--- config.mk ---
export PLATFORM = sky130hd
export DESIGN_NAME = wts_adsr_envelope_generator_nch_flat
export DESIGN_NICKNAME = d
export VERILOG_FILES = /design/src/rtl/wts_adsr_pkg.sv /design/src/rtl/wts_adsr_envelope_generator_nch_if.sv /design/src/rtl/wts_adsr_step.sv /design/src/rtl/wts_adsr_envelope_generator_nch.sv /design/src/flat_wrapper.sv
export SDC_FILE = /design/constraint.sdc
export NUM_CORES = 1
export LEC_CHECK = 0
export BUFFER_PORTS_ARGS = -buffer_cell sky130_fd_sc_hd__buf_4
export CORE_MARGIN = 2
export CORE_UTILIZATION = 45
export DETAILED_ROUTE_END_ITERATION = 8
export GPL_TIMING_DRIVEN = 0
export PLACE_DENSITY = 0.67
export SETUP_SLACK_MARGIN = 0.3
export SLEW_MARGIN = 15
export SYNTH_ARGS = -nofsm -noshare
export SYNTH_HDL_FRONTEND = slang
export SYNTH_SLANG_ARGS = --single-unit
--- constraint.sdc ---
create_clock -name clk -period 17.74 [get_ports clk]
set_clock_uncertainty 0.1 [all_clocks]
set_input_delay 1.774 -clock clk [delete_from_list [all_inputs] [get_ports clk]]
set_output_delay 1.774 -clock clk [all_outputs]
set_load 0.05 [all_outputs]
--- src/rtl/wts_adsr_pkg.sv ---
// Shared types for the time-multiplexed ADSR envelope generator:
// the envelope phase encoding and the key-event ranking.
package wts_adsr_pkg;

  localparam int ST_W = 3;

  typedef enum logic [ST_W-1:0] {
    ST_IDLE    = 3'd0,
    ST_ATTACK  = 3'd1,
    ST_DECAY   = 3'd2,
    ST_SUSTAIN = 3'd3,
    ST_RELEASE = 3'd4,
    ST_HOLD    = 3'd5
  } adsr_state_e;

  // Key events ranked so that a numerically larger code wins a slot.
  typedef enum logic [1:0] {
    EV_NONE    = 2'd0,
    EV_RELEASE = 2'd1,
    EV_ON      = 2'd2,
    EV_OFF     = 2'd3
  } adsr_event_e;

  // Reduce the three flags of one channel to the single event acted on.
  function automatic adsr_event_e pick_event(input logic on, input logic rel, input logic off);
    if (off) return EV_OFF;
    if (on)  return EV_ON;
    if (rel) return EV_RELEASE;
    return EV_NONE;
  endfunction

endpackage

--- src/rtl/wts_adsr_envelope_generator_nch_if.sv ---
// Channel-slot bus of the envelope generator: slot select, key pulses,
// per-channel rate registers and the tagged envelope output.
interface wts_adsr_envelope_generator_nch_if #(
  parameter int CH    = 5,
  parameter int IDX_W = 3,
  parameter int LVL_W = 7
);
  logic [IDX_W-1:0]    active;
  logic                adsr_en;
  logic [CH-1:0]       key_on;
  logic [CH-1:0]       key_release;
  logic [CH-1:0]       key_off;
  logic [CH*8-1:0]     reg_ar;
  logic [CH*8-1:0]     reg_dr;
  logic [CH*8-1:0]     reg_sr;
  logic [CH*8-1:0]     reg_rr;
  logic [CH*8-1:0]     reg_hold;
  logic [CH*LVL_W-1:0] reg_sl;
  logic [LVL_W-1:0]    envelope;
  logic [IDX_W-1:0]    envelope_ch;
  logic                envelope_vld;

  modport master (
    output active, adsr_en, key_on, key_release, key_off,
    output reg_ar, reg_dr, reg_sr, reg_rr, reg_hold, reg_sl,
    input  envelope, envelope_ch, envelope_vld
  );

  modport slave (
    input  active, adsr_en, key_on, key_release, key_off,
    input  reg_ar, reg_dr, reg_sr, reg_rr, reg_hold, reg_sl,
    output envelope, envelope_ch, envelope_vld
  );
endinterface

--- src/rtl/wts_adsr_step.sv ---
// Single-channel envelope update: given one channel's phase, phase
// counter, level and the winning key event, produce its next values.
module wts_adsr_step
  import wts_adsr_pkg::*;
#(
  parameter int CNT_W      = 20,
  parameter int LVL_W      = 7,
  parameter int HOLD_SHIFT = 8,
  parameter int RETRIG     = 0
) (
  input  adsr_state_e      state,
  input  logic [CNT_W-1:0] counter,
  input  logic [LVL_W-1:0] level,
  input  adsr_event_e      ev,
  input  logic             adsr_en,
  input  logic [7:0]       ar,
  input  logic [7:0]       dr,
  input  logic [7:0]       sr,
  input  logic [7:0]       rr,
  input  logic [7:0]       hold,
  input  logic [LVL_W-1:0] sl,
  output adsr_state_e      state_next,
  output logic [CNT_W-1:0] counter_next,
  output logic [LVL_W-1:0] level_next
);

  localparam logic [LVL_W-1:0] LVL_MAX = '1;
  // Wide enough for both the shifted hold length and the phase counter.
  localparam int HL_W = (((8 + HOLD_SHIFT) > CNT_W) ? (8 + HOLD_SHIFT) : CNT_W) + 1;

  logic [7:0]       rate;
  logic [CNT_W:0]   sum;
  logic             step;
  logic [LVL_W-1:0] level_up;
  logic [LVL_W-1:0] level_dn;
  logic [LVL_W-1:0] decayed;
  logic [HL_W-1:0]  hold_last;

  // Rate of the current phase; IDLE and HOLD never take a rate step.
  always_comb begin
    case (state)
      ST_ATTACK:  rate = ar;
      ST_DECAY:   rate = dr;
      ST_SUSTAIN: rate = sr;
      ST_RELEASE: rate = rr;
      default:    rate = '0;
    endcase
  end

  // The carry out of the accumulator is the step; the level saturates both ways.
  assign sum       = (CNT_W+1)'(counter) + (CNT_W+1)'(rate);
  assign step      = sum[CNT_W];
  assign level_up  = (level == LVL_MAX) ? LVL_MAX : level + LVL_W'(1);
  assign level_dn  = (level == '0) ? '0 : level - LVL_W'(1);
  assign decayed   = step ? level_dn : level;
  assign hold_last = (HL_W'(hold) << HOLD_SHIFT) - HL_W'(1);

  // Event handling first; otherwise advance the phase (gate mode just holds).
  always_comb begin
    // NOTE: every output gets its hold value first so no path leaves one unassigned, which would infer a latch.
    state_next   = state;
    counter_next = counter;
    level_next   = level;
    if (ev == EV_OFF) begin
      state_next   = ST_IDLE;
      counter_next = '0;
      level_next   = '0;
    end else if (ev == EV_ON) begin
      counter_next = '0;
      if (adsr_en) begin
        state_next = ST_ATTACK;
        if (RETRIG != 0) level_next = '0;
      end else begin
        state_next = ST_SUSTAIN;
        level_next = LVL_MAX;
      end
    end else if (ev == EV_RELEASE) begin
      if (!adsr_en) begin
        state_next   = ST_IDLE;
        counter_next = '0;
        level_next   = '0;
      end else if (state != ST_IDLE) begin
        state_next   = ST_RELEASE;
        counter_next = '0;
      end
    end else if (adsr_en) begin
      case (state)
        ST_ATTACK: begin
          counter_next = sum[CNT_W-1:0];
          if (step) begin
            level_next = level_up;
            if (level_up == LVL_MAX) begin
              state_next   = (hold != '0) ? ST_HOLD : ST_DECAY;
              counter_next = '0;
            end
          end
        end
        ST_HOLD: begin
          if (HL_W'(counter) == hold_last) begin
            state_next   = ST_DECAY;
            counter_next = '0;
          end else begin
            counter_next = counter + CNT_W'(1);
          end
        end
        ST_DECAY: begin
          counter_next = sum[CNT_W-1:0];
          if (decayed <= sl) begin
            state_next   = ST_SUSTAIN;
            counter_next = '0;
            level_next   = sl;
          end else begin
            level_next = decayed;
          end
        end
        ST_SUSTAIN, ST_RELEASE: begin
          counter_next = sum[CNT_W-1:0];
          level_next   = decayed;
          if (decayed == '0) begin
            state_next   = ST_IDLE;
            counter_next = '0;
          end
        end
        default: ;
      endcase
    end
  end

endmodule

--- src/rtl/wts_adsr_envelope_generator_nch.sv ---
// N-channel ADSR envelope generator: per-channel phase/counter/level
// registers and sticky key flags around one shared update datapath,
// plus a registered, channel-tagged envelope output.
module wts_adsr_envelope_generator_nch
  import wts_adsr_pkg::*;
#(
  parameter int CH         = 5,
  parameter int IDX_W      = 3,
  parameter int CNT_W      = 20,
  parameter int LVL_W      = 7,
  parameter int HOLD_SHIFT = 8,
  parameter int RETRIG     = 0
) (
  input logic nreset,
  input logic clk,
  wts_adsr_envelope_generator_nch_if.slave bus
);

  localparam int SEL_W = (CH > 1) ? $clog2(CH) : 1;

  adsr_state_e      state_q [CH];
  logic [CNT_W-1:0] cnt_q   [CH];
  logic [LVL_W-1:0] level_q [CH];
  logic [CH-1:0]    pend_on_q, pend_rel_q, pend_off_q;
  logic [CH-1:0]    pend_on_d, pend_rel_d, pend_off_d;
  logic [CH-1:0]    on_now, rel_now, off_now;

  logic             slot_vld;
  logic [SEL_W-1:0] sel;
  adsr_event_e      ev;
  adsr_state_e      state_nx;
  logic [CNT_W-1:0] cnt_nx;
  logic [LVL_W-1:0] level_nx;

  logic [LVL_W-1:0] env_q;
  logic [IDX_W-1:0] env_ch_q;
  logic             env_vld_q;

  // Out-of-range slot numbers are idle slots; sel stays in range for the muxes.
  assign slot_vld = bus.active < IDX_W'(CH);
  assign sel      = slot_vld ? SEL_W'(bus.active) : '0;

  // A pulse arriving in the channel's own slot is acted on at once.
  assign on_now  = pend_on_q  | bus.key_on;
  assign rel_now = pend_rel_q | bus.key_release;
  assign off_now = pend_off_q | bus.key_off;
  assign ev      = pick_event(on_now[sel], rel_now[sel], off_now[sel]);

  wts_adsr_step #(
    .CNT_W      (CNT_W),
    .LVL_W      (LVL_W),
    .HOLD_SHIFT (HOLD_SHIFT),
    .RETRIG     (RETRIG)
  ) u_step (
    .state        (state_q[sel]),
    .counter      (cnt_q[sel]),
    .level        (level_q[sel]),
    .ev           (ev),
    .adsr_en      (bus.adsr_en),
    .ar           (bus.reg_ar[sel*8 +: 8]),
    .dr           (bus.reg_dr[sel*8 +: 8]),
    .sr           (bus.reg_sr[sel*8 +: 8]),
    .rr           (bus.reg_rr[sel*8 +: 8]),
    .hold         (bus.reg_hold[sel*8 +: 8]),
    .sl           (bus.reg_sl[sel*LVL_W +: LVL_W]),
    .state_next   (state_nx),
    .counter_next (cnt_nx),
    .level_next   (level_nx)
  );

  // Key flags stick every cycle; the serviced channel's flags are all consumed.
  always_comb begin
    pend_on_d  = on_now;
    pend_rel_d = rel_now;
    pend_off_d = off_now;
    if (slot_vld) begin
      pend_on_d[sel]  = 1'b0;
      pend_rel_d[sel] = 1'b0;
      pend_off_d[sel] = 1'b0;
    end
  end

  // Per-channel registers; only the serviced channel is written.
  always_ff @(posedge clk or negedge nreset) begin
    if (!nreset) begin
      // NOTE: these arrays are a few flops per channel, not a RAM, so they take the async reset.
      for (int i = 0; i < CH; i++) begin
        state_q[i] <= ST_IDLE;
        cnt_q[i]   <= '0;
        level_q[i] <= '0;
      end
      pend_on_q  <= '0;
      pend_rel_q <= '0;
      pend_off_q <= '0;
    end else begin
      // NOTE: non-blocking assignments so every register samples pre-edge values.
      pend_on_q  <= pend_on_d;
      pend_rel_q <= pend_rel_d;
      pend_off_q <= pend_off_d;
      if (slot_vld) begin
        state_q[sel] <= state_nx;
        cnt_q[sel]   <= cnt_nx;
        level_q[sel] <= level_nx;
      end
    end
  end

  // Output register: tagged level of the slot just serviced; idle slots hold it.
  always_ff @(posedge clk or negedge nreset) begin
    if (!nreset) begin
      env_q     <= '0;
      env_ch_q  <= '0;
      env_vld_q <= 1'b0;
    end else begin
      env_vld_q <= slot_vld;
      if (slot_vld) begin
        env_q    <= level_nx;
        env_ch_q <= bus.active;
      end
    end
  end

  assign bus.envelope     = env_q;
  assign bus.envelope_ch  = env_ch_q;
  assign bus.envelope_vld = env_vld_q;

endmodule

--- src/flat_wrapper.sv ---
// flat-port wrapper written by rule: the top's interface ports become plain ports
module wts_adsr_envelope_generator_nch_flat import wts_adsr_pkg::*;
#(
  parameter int CH         = 5,
  parameter int IDX_W      = 3,
  parameter int CNT_W      = 20,
  parameter int LVL_W      = 7,
  parameter int HOLD_SHIFT = 8,
  parameter int RETRIG     = 0
)
  (nreset, clk, bus_active, bus_adsr_en, bus_key_on, bus_key_release, bus_key_off, bus_reg_ar, bus_reg_dr, bus_reg_sr, bus_reg_rr, bus_reg_hold, bus_reg_sl, bus_envelope, bus_envelope_ch, bus_envelope_vld);
  wts_adsr_envelope_generator_nch_if #(.CH(CH), .IDX_W(IDX_W), .LVL_W(LVL_W)) bus_i ();
  input logic nreset;
  input logic clk;
  input wire logic [$bits(bus_i.active)-1:0] bus_active;
  input wire logic [$bits(bus_i.adsr_en)-1:0] bus_adsr_en;
  input wire logic [$bits(bus_i.key_on)-1:0] bus_key_on;
  input wire logic [$bits(bus_i.key_release)-1:0] bus_key_release;
  input wire logic [$bits(bus_i.key_off)-1:0] bus_key_off;
  input wire logic [$bits(bus_i.reg_ar)-1:0] bus_reg_ar;
  input wire logic [$bits(bus_i.reg_dr)-1:0] bus_reg_dr;
  input wire logic [$bits(bus_i.reg_sr)-1:0] bus_reg_sr;
  input wire logic [$bits(bus_i.reg_rr)-1:0] bus_reg_rr;
  input wire logic [$bits(bus_i.reg_hold)-1:0] bus_reg_hold;
  input wire logic [$bits(bus_i.reg_sl)-1:0] bus_reg_sl;
  output wire logic [$bits(bus_i.envelope)-1:0] bus_envelope;
  output wire logic [$bits(bus_i.envelope_ch)-1:0] bus_envelope_ch;
  output wire logic [$bits(bus_i.envelope_vld)-1:0] bus_envelope_vld;
  assign bus_i.active = bus_active;
  assign bus_i.adsr_en = bus_adsr_en;
  assign bus_i.key_on = bus_key_on;
  assign bus_i.key_release = bus_key_release;
  assign bus_i.key_off = bus_key_off;
  assign bus_i.reg_ar = bus_reg_ar;
  assign bus_i.reg_dr = bus_reg_dr;
  assign bus_i.reg_sr = bus_reg_sr;
  assign bus_i.reg_rr = bus_reg_rr;
  assign bus_i.reg_hold = bus_reg_hold;
  assign bus_i.reg_sl = bus_reg_sl;
  assign bus_envelope = bus_i.envelope;
  assign bus_envelope_ch = bus_i.envelope_ch;
  assign bus_envelope_vld = bus_i.envelope_vld;
  wts_adsr_envelope_generator_nch #(.CH(CH), .IDX_W(IDX_W), .CNT_W(CNT_W), .LVL_W(LVL_W), .HOLD_SHIFT(HOLD_SHIFT), .RETRIG(RETRIG)) u_core (.nreset(nreset), .clk(clk), .bus(bus_i));
endmodule
Word level (Yosys, flattened, before mapping)
Index checks and enable logic that the tools add are counted.
{ "classes": {"reduce_logical": 7, "n_bitwise": 8, "shifts": 6, "n_eq_ne": 11, "add_sub_neg": 5, "mux": 81, "mul": 1, "n_lt_le_gt_ge": 6} }
{ "ops": {"columns": ["cell", "n"], "rows": [
  ["$mux W20", 14],
  ["$shiftx A40 B7 Y8", 5],
  ["$bwmux W100", 1],
  ["$mux W7", 14],
  ["$pmux W20 S4", 1],
  ["$bmux W20 S3", 1],
  ["$demux W20 S3", 1],
  ["$mux W3", 16],
  ["$bwmux W35", 1],
  ["$shiftx A35 B7 Y7", 1],
  ["$pmux W8 S4", 1],
  ["$add A20 B8 Y21", 1],
  ["$bmux W7 S3", 1],
  ["$demux W7 S3", 1],
  ["$eq A20 B21 Y1", 1],
  ["$pmux W7 S3", 1],
  ["$add A20 B1 Y20 const B", 1],
  ["$sub A16 B1 Y17 const B", 1],
  ["$and A5 B5 Y5", 3],
  ["$bwmux W15", 1],
  ["$mux W5", 3],
  ["$or A5 B5 Y5", 3],
  ["$eq A7 B7 Y1 const B", 2],
  ["$logic_not A7 Y1", 2],
  ["other kinds (27)", 48]
]} }
{ "totals": {"word_cells": 146, "regBits": 176, "in_bits": 256} }

Longest topological paths before layout
{ "logic_depth": {"word_depth": 18, "ltp_mapped": 41} }

Hierarchy
A second synthesis with hierarchy kept.
{ "hier_totals": {"cells_unflattened": 1309, "area_unflattened_um2": 12743.5} }
{ "modules_own_cells": {"columns": ["module", "area_per_inst_um2", "instances", "cells_per_inst"], "rows": [
  ["wts_adsr_envelope_generator_nch", 9446.6, 1, 788],
  ["wts_adsr_step", 3296.9, 1, 521]
]} }

Worst setup path after synthesis
Ideal clock, no wire load.
{ "synth_path": {"path_type": "input -> register", "start": "in bus_active[2]", "end": "reg u_core.env_q[3] (netlist: u_core.bus.envelope[3])", "required_time_ns": 17.503, "slack_ns": 8.907, "arrival_time_ns": 8.596, "stages": 38, "cell_sequence": "buf_4 or3b_1 buf_2 buf_6 buf_2 buf_1 o22ai_1 nor2_1 or2_2 clkbuf_1 a21oi_1 o22ai_1 or3_1 a21oi_1 ha_1 fa_1 a21o_1 a21oi_1 [... 2 more ...] and4_1 clkbuf_1 a31oi_1 a31oi_1 inv_1 ha_1 a21o_1 a21oi_1 o211ai_1 a21oi_1 o21bai_1 nand2b_1 mux2i_1 o41ai_1 a21oi_1 a221o_1 nand2_1 o21ai_0"} }
{ "synth_via": {"elab_chain_len": 17, "word_cells_on_any_way": 62, "cone_classes": "3 x add/sub; 1 x mul; 2 x order compare; 8 x eq/ne; 5 x shift; 40 x mux; 1 x bitwise; 2 x reduce/logical"} }
{ "synth_rtl": {"columns": ["element", "line", "text"], "rows": [
  ["from (decl)", "flat_wrapper.sv:15", "input wire logic [$bits(bus_i.active)-1:0] bus_active;"],
  ["$lt A3 B3 Y1", "wts_adsr_envelope_generator_nch.sv:40", "assign slot_vld = bus.active < IDX_W'(CH);"],
  ["$mux W3", "wts_adsr_envelope_generator_nch.sv:41", "assign sel = slot_vld ? SEL_W'(bus.active) : '0;"],
  ["$not A3 Y4 (implied by the code)", "wts_adsr_envelope_generator_nch.sv:55, wts_adsr_envelope_generator_nch.sv:56, wts_adsr_envelope_generator_nch.sv:57", null],
  ["$bmux W3 S3", "wts_adsr_envelope_generator_nch.sv:55", ".state (state_q[sel]),"],
  ["$mux W3 (implied by the code) (2 in series)", "wts_adsr_envelope_generator_nch.sv:55", null],
  ["$eq A3 B3 Y1 (tied with other cells)", "wts_adsr_step.sv:41, wts_adsr_step.sv:87", null],
  ["$pmux W8 S4", "wts_adsr_step.sv:41", "case (state)"],
  ["$add A20 B8 Y21", "wts_adsr_step.sv:51", "assign sum = (CNT_W+1)'(counter) + (CNT_W+1)'(rate);"],
  ["$mux W7", "wts_adsr_step.sv:55", "assign decayed = step ? level_dn : level;"],
  ["$le A7 B7 Y1", "wts_adsr_step.sv:108", "if (decayed <= sl) begin"],
  ["$mux W7", "wts_adsr_step.sv:108", null],
  ["$pmux W7 S3", "wts_adsr_step.sv:87", "case (state)"],
  ["$mux W7", "wts_adsr_step.sv:86", "end else if (adsr_en) begin"],
  ["$mux W7", "wts_adsr_step.sv:77", "end else if (ev == EV_RELEASE) begin"],
  ["$mux W7", "wts_adsr_step.sv:68", "end else if (ev == EV_ON) begin"],
  ["$mux W7", "wts_adsr_step.sv:64", "if (ev == EV_OFF) begin"],
  ["to (signal assigned)", "wts_adsr_envelope_generator_nch.sv:117", "env_q <= level_nx;"],
  ["to (decl)", "wts_adsr_envelope_generator_nch.sv:35", "logic [LVL_W-1:0] env_q;"]
]} }
Parallel ways exist; a longest one is shown, timed or not. The select of a mux whose other input is x is not followed.
A chain may end at the register's enable or synchronous reset.

Worst setup path in the final report
Ends and elaborated chain as after synthesis.

==> flow_summary.json <==
{
  "die_w_um": 176.9,
  "fp.dieH_um": 176.9,
  "finalSetupViolations": 0,
  "rsz0062_at_grt": "false",
  "cp-startpoint": "bus_active[2]",
  "syn_nets": 1989,
  "start_kind": "input port",
  "die-area_mm2": 0.03128,
  "fin_ws_ns": 6.300,
  "rows": 63,
  "holdCritStartpoint": "u_core.cnt_q[34]",
  "start_util_pct": 45.49,
  "ios": 267,
  "fin_nets": 2275,
  "p_int_mw": 0.7779,
  "core_area_mm2": 0.02956,
  "viasPerCell": 6.347,
  "grt_pass1_vias": 14630,
  "end_kind": "flop",
  "wl_per_cell_um": 24.75,
  "clock_sinks": 176,
  "drt-initial-drc-count": 1734,
  "r2r-start": "u_core.state_q[3]",
  "ff2ff_setup_slack_ns": 8.50,
  "hp-class": "flop to flop",
  "timing.slew.headroom_pct": 24.08,
  "antenna_left": 0,
  "antenna_found_initial": 2,
  "clock_path_buffers": 2,
  "switching_share_pct": 35.59,
  "routed_wl_um": 59410,
  "seq_power_share_pct": 36.1,
  "slowest_stage": "nor3_1",
  "ff2ff_path_depth": 33,
  "path_clk_slew_ns": 0.06,
  "crit_type": "input port to flop",
  "syn_inst": 1711,
  "layout_commonest_cell": "buf_4",
  "cts_buffers": 17,
  "crit_top_cell": "a21oi_1",
  "cts_resized": 0,
  "ys_warn_count": 0,
  "final_layout_size_suffix_gt1_share_pct": 19.61,
  "syn_to_final_growth_pct": 23.14,
  "synth_cell_type_count": 89,
  "drc": 0,
  "max_freq_mhz": 87.41,
  "status": "complete, no violations",
  "overflow": 0,
  "drv_slew": 0,
  "tritoncts": "done",
  "final_cell_mix": "277 x buf_4, 261 x nand2_1, 222 x o21ai_0",
  "hold_violations": 0,
  "htreeDepth": 4,
  "tightest_slew_ns": 1.135,
  "powerDensity_mw_per_mm2": 72.95,
  "required_ns": 17.93,
  "synth_edf_count": 0,
  "path_max_fanout": 10,
  "setup_tns_ns": 0,
  "vias": 15240,
  "synth.top_cell.area_share_pct": 32.76,
  "postCtsSetupBuffers": 0,
  "p_switching_mw": 0.4299,
  "netlist.top_cell.by_area": "dfrtp_1",
  "power.static_leakage_nw": 7.133,
  "cap_viol_max_count": 0,
  "slowest_delay_ns": 0.87,
  "syn_area_mm2": 0.01345,
  "ctsHoldBuffers": 0,
  "r2r_end": "u_core.bus.envelope[3]",
  "min_period_ns": 11.44,
  "root_buffer": "clkbuf_16",
  "synth.area.top_cells": "dfrtp_1 33%, o21ai_0 8.3%, nand2_1 7.3%, mux2i_1 6.0%, a21oi_1 5.2%",
  "power.share.clock_pct": 30.5,
  "layout_worst_path_cycle_share_pct": 64.49,
  "synth_seq_area_share_pct": 32.76,
  "synth.avg_cell_area_um2": 7.858,
  "synth_flop_cell": "dfrtp_1",
  "track_usage_pct": 37.77,
  "gp_congestion": 0.9724,
  "pwr-share-comb_pct": 33.4,
  "clk_latency_ns": 0.44,
  "ir_drop_mv": 0.06595,
  "async_reset_ff_share_pct": 100.0,
  "grt_max_degree": 105,
  "grt_pass1_wl_um": 88440,
  "dpl.hpwl_um": 46480,
  "synth_seq_cells": 176,
  "port_buffers": 266,
  "dpl_worst_slack_ns": 6.186,
  "first_pass_iters": 6,
  "cp-endpoint": "u_core.bus.envelope[3]",
  "arrival_ns": 11.63
}
[per-layer routing]
metal	share of wire (%)	track usage, %	vias to the layer above
li1	-	-	6814
met3	9.1	5.992	149
met5	0	0	-
met1	40	49.73	7341
met2	46	60.42	935
met4	5.1	18.63	0
[flip-flops by register name, indices dropped and copies added (netlist names), 3 cells and up]
signal                  count
u_core.cnt_q              100
u_core.level_q             35
u_core.state_q             15
u_core.bus.envelope         7
u_core.pend_off_q           5
u_core.pend_on_q            5
u_core.pend_rel_q           5
u_core.bus.envelope_ch      3
[worst min-delay path by stage]
stage,slack [ns],endpoint,cells past startpoint
6_report,0.38,u_core.cnt_q[34],2
5_1_grt,0.40,u_core.level_q[11],2
4_1_cts,0.38,u_core.level_q[18],2
3_5_place_dp,0.37,u_core.level_q[18],2
3_3_place_gp,0.36,u_core.cnt_q[42],2
2_1_floorplan,0.35,u_core.pend_on_q[3],2
[critical path: cells and delay by family]
family                   cells  cell delay, ns
adder cells (fa/ha/maj)      2            0.50
AND/OR/NAND/NOR              8            2.79
multiplexers                 1            0.07
buffers and inverters        7            2.30
AO/OA/AOI/OAI               19            4.17
[synthesized netlist by cell type, types with 20 or more instances]
master,n
o21a_1,21
dfrtp_1,176
o22ai_1,20
mux2i_1,80
o211ai_1,20
ha_1,21
nor2_1,136
nand3_1,28
nand2b_1,40
a22oi_1,20
nand3b_1,28
clkbuf_1,69
o21bai_1,22
nand2_1,261
o21ai_0,222
xnor2_1,21
buf_2,30
nor3_1,30
a31oi_1,20
a21oi_1,140
[power groups by stage]
| stage | Clock [mW] | Sequential (mW) | Combinational [mW] |
|---|---|---|---|
| final | 0.368 | 0.436 | 0.404 |
| after global routing | 0.386 | 0.438 | 0.433 |
| after CTS | 0.368 | 0.435 | 0.394 |
| after detailed placement | 0 | 0.442 | 0.393 |
| after global placement | 0 | 0.442 | 0.389 |
| after floorplan | 0 | 0.447 | 0.231 |
[logic make-up after synthesis]
| kind of cell | count (synthesis) | synth area share (%) |
|---|---|---|
| flops | 176 | 32.76 |
| fa+ha+maj | 23 | 2.178 |
| mux | 90 | 6.961 |
| compound gates | 642 | 29.87 |
| xor+xnor | 30 | 1.954 |
| simple gates | 604 | 21.14 |
| buf+inv | 146 | 5.137 |
[per-stage QoR]
| step | util, % | std cells | hold slack (ns) | instance area, µm² | power, mW |
|---|---|---|---|---|---|
| final | 56.01 | 2401 | 0.3811 | 16560 | 1.208 |
| after global routing | 56.01 | 2401 | 0.4018 | 16560 | 1.257 |
| after CTS | 55.92 | 2399 | 0.3828 | 16530 | 1.198 |
| after detailed placement | 54.04 | 2368 | 0.3696 | 15970 | 0.8351 |
| after global placement | 53.89 | 2367 | 0.3600 | 15930 | 0.8303 |
| after floorplan | - | 1711 | 0.3469 | 13450 | 0.6778 |
[area by class of cell]
| type | count | area [µm²] |
|---|---|---|
| inverters | 19 | 71.32 |
| plain buffers | 127 | 619.3 |
| multi-input cells | 1389 | 8381 |
| clock buffers | 22 | 474.2 |
| well taps | 390 | 488.0 |
| fillers | 2878 | 13000 |
| repair buffers | 267 | 2032 |
| flip-flops and latches | 176 | 4404 |
| diodes | 2 | 5.005 |
| clock inverters | 9 | 82.58 |
(Power assumes the default switching activity.)
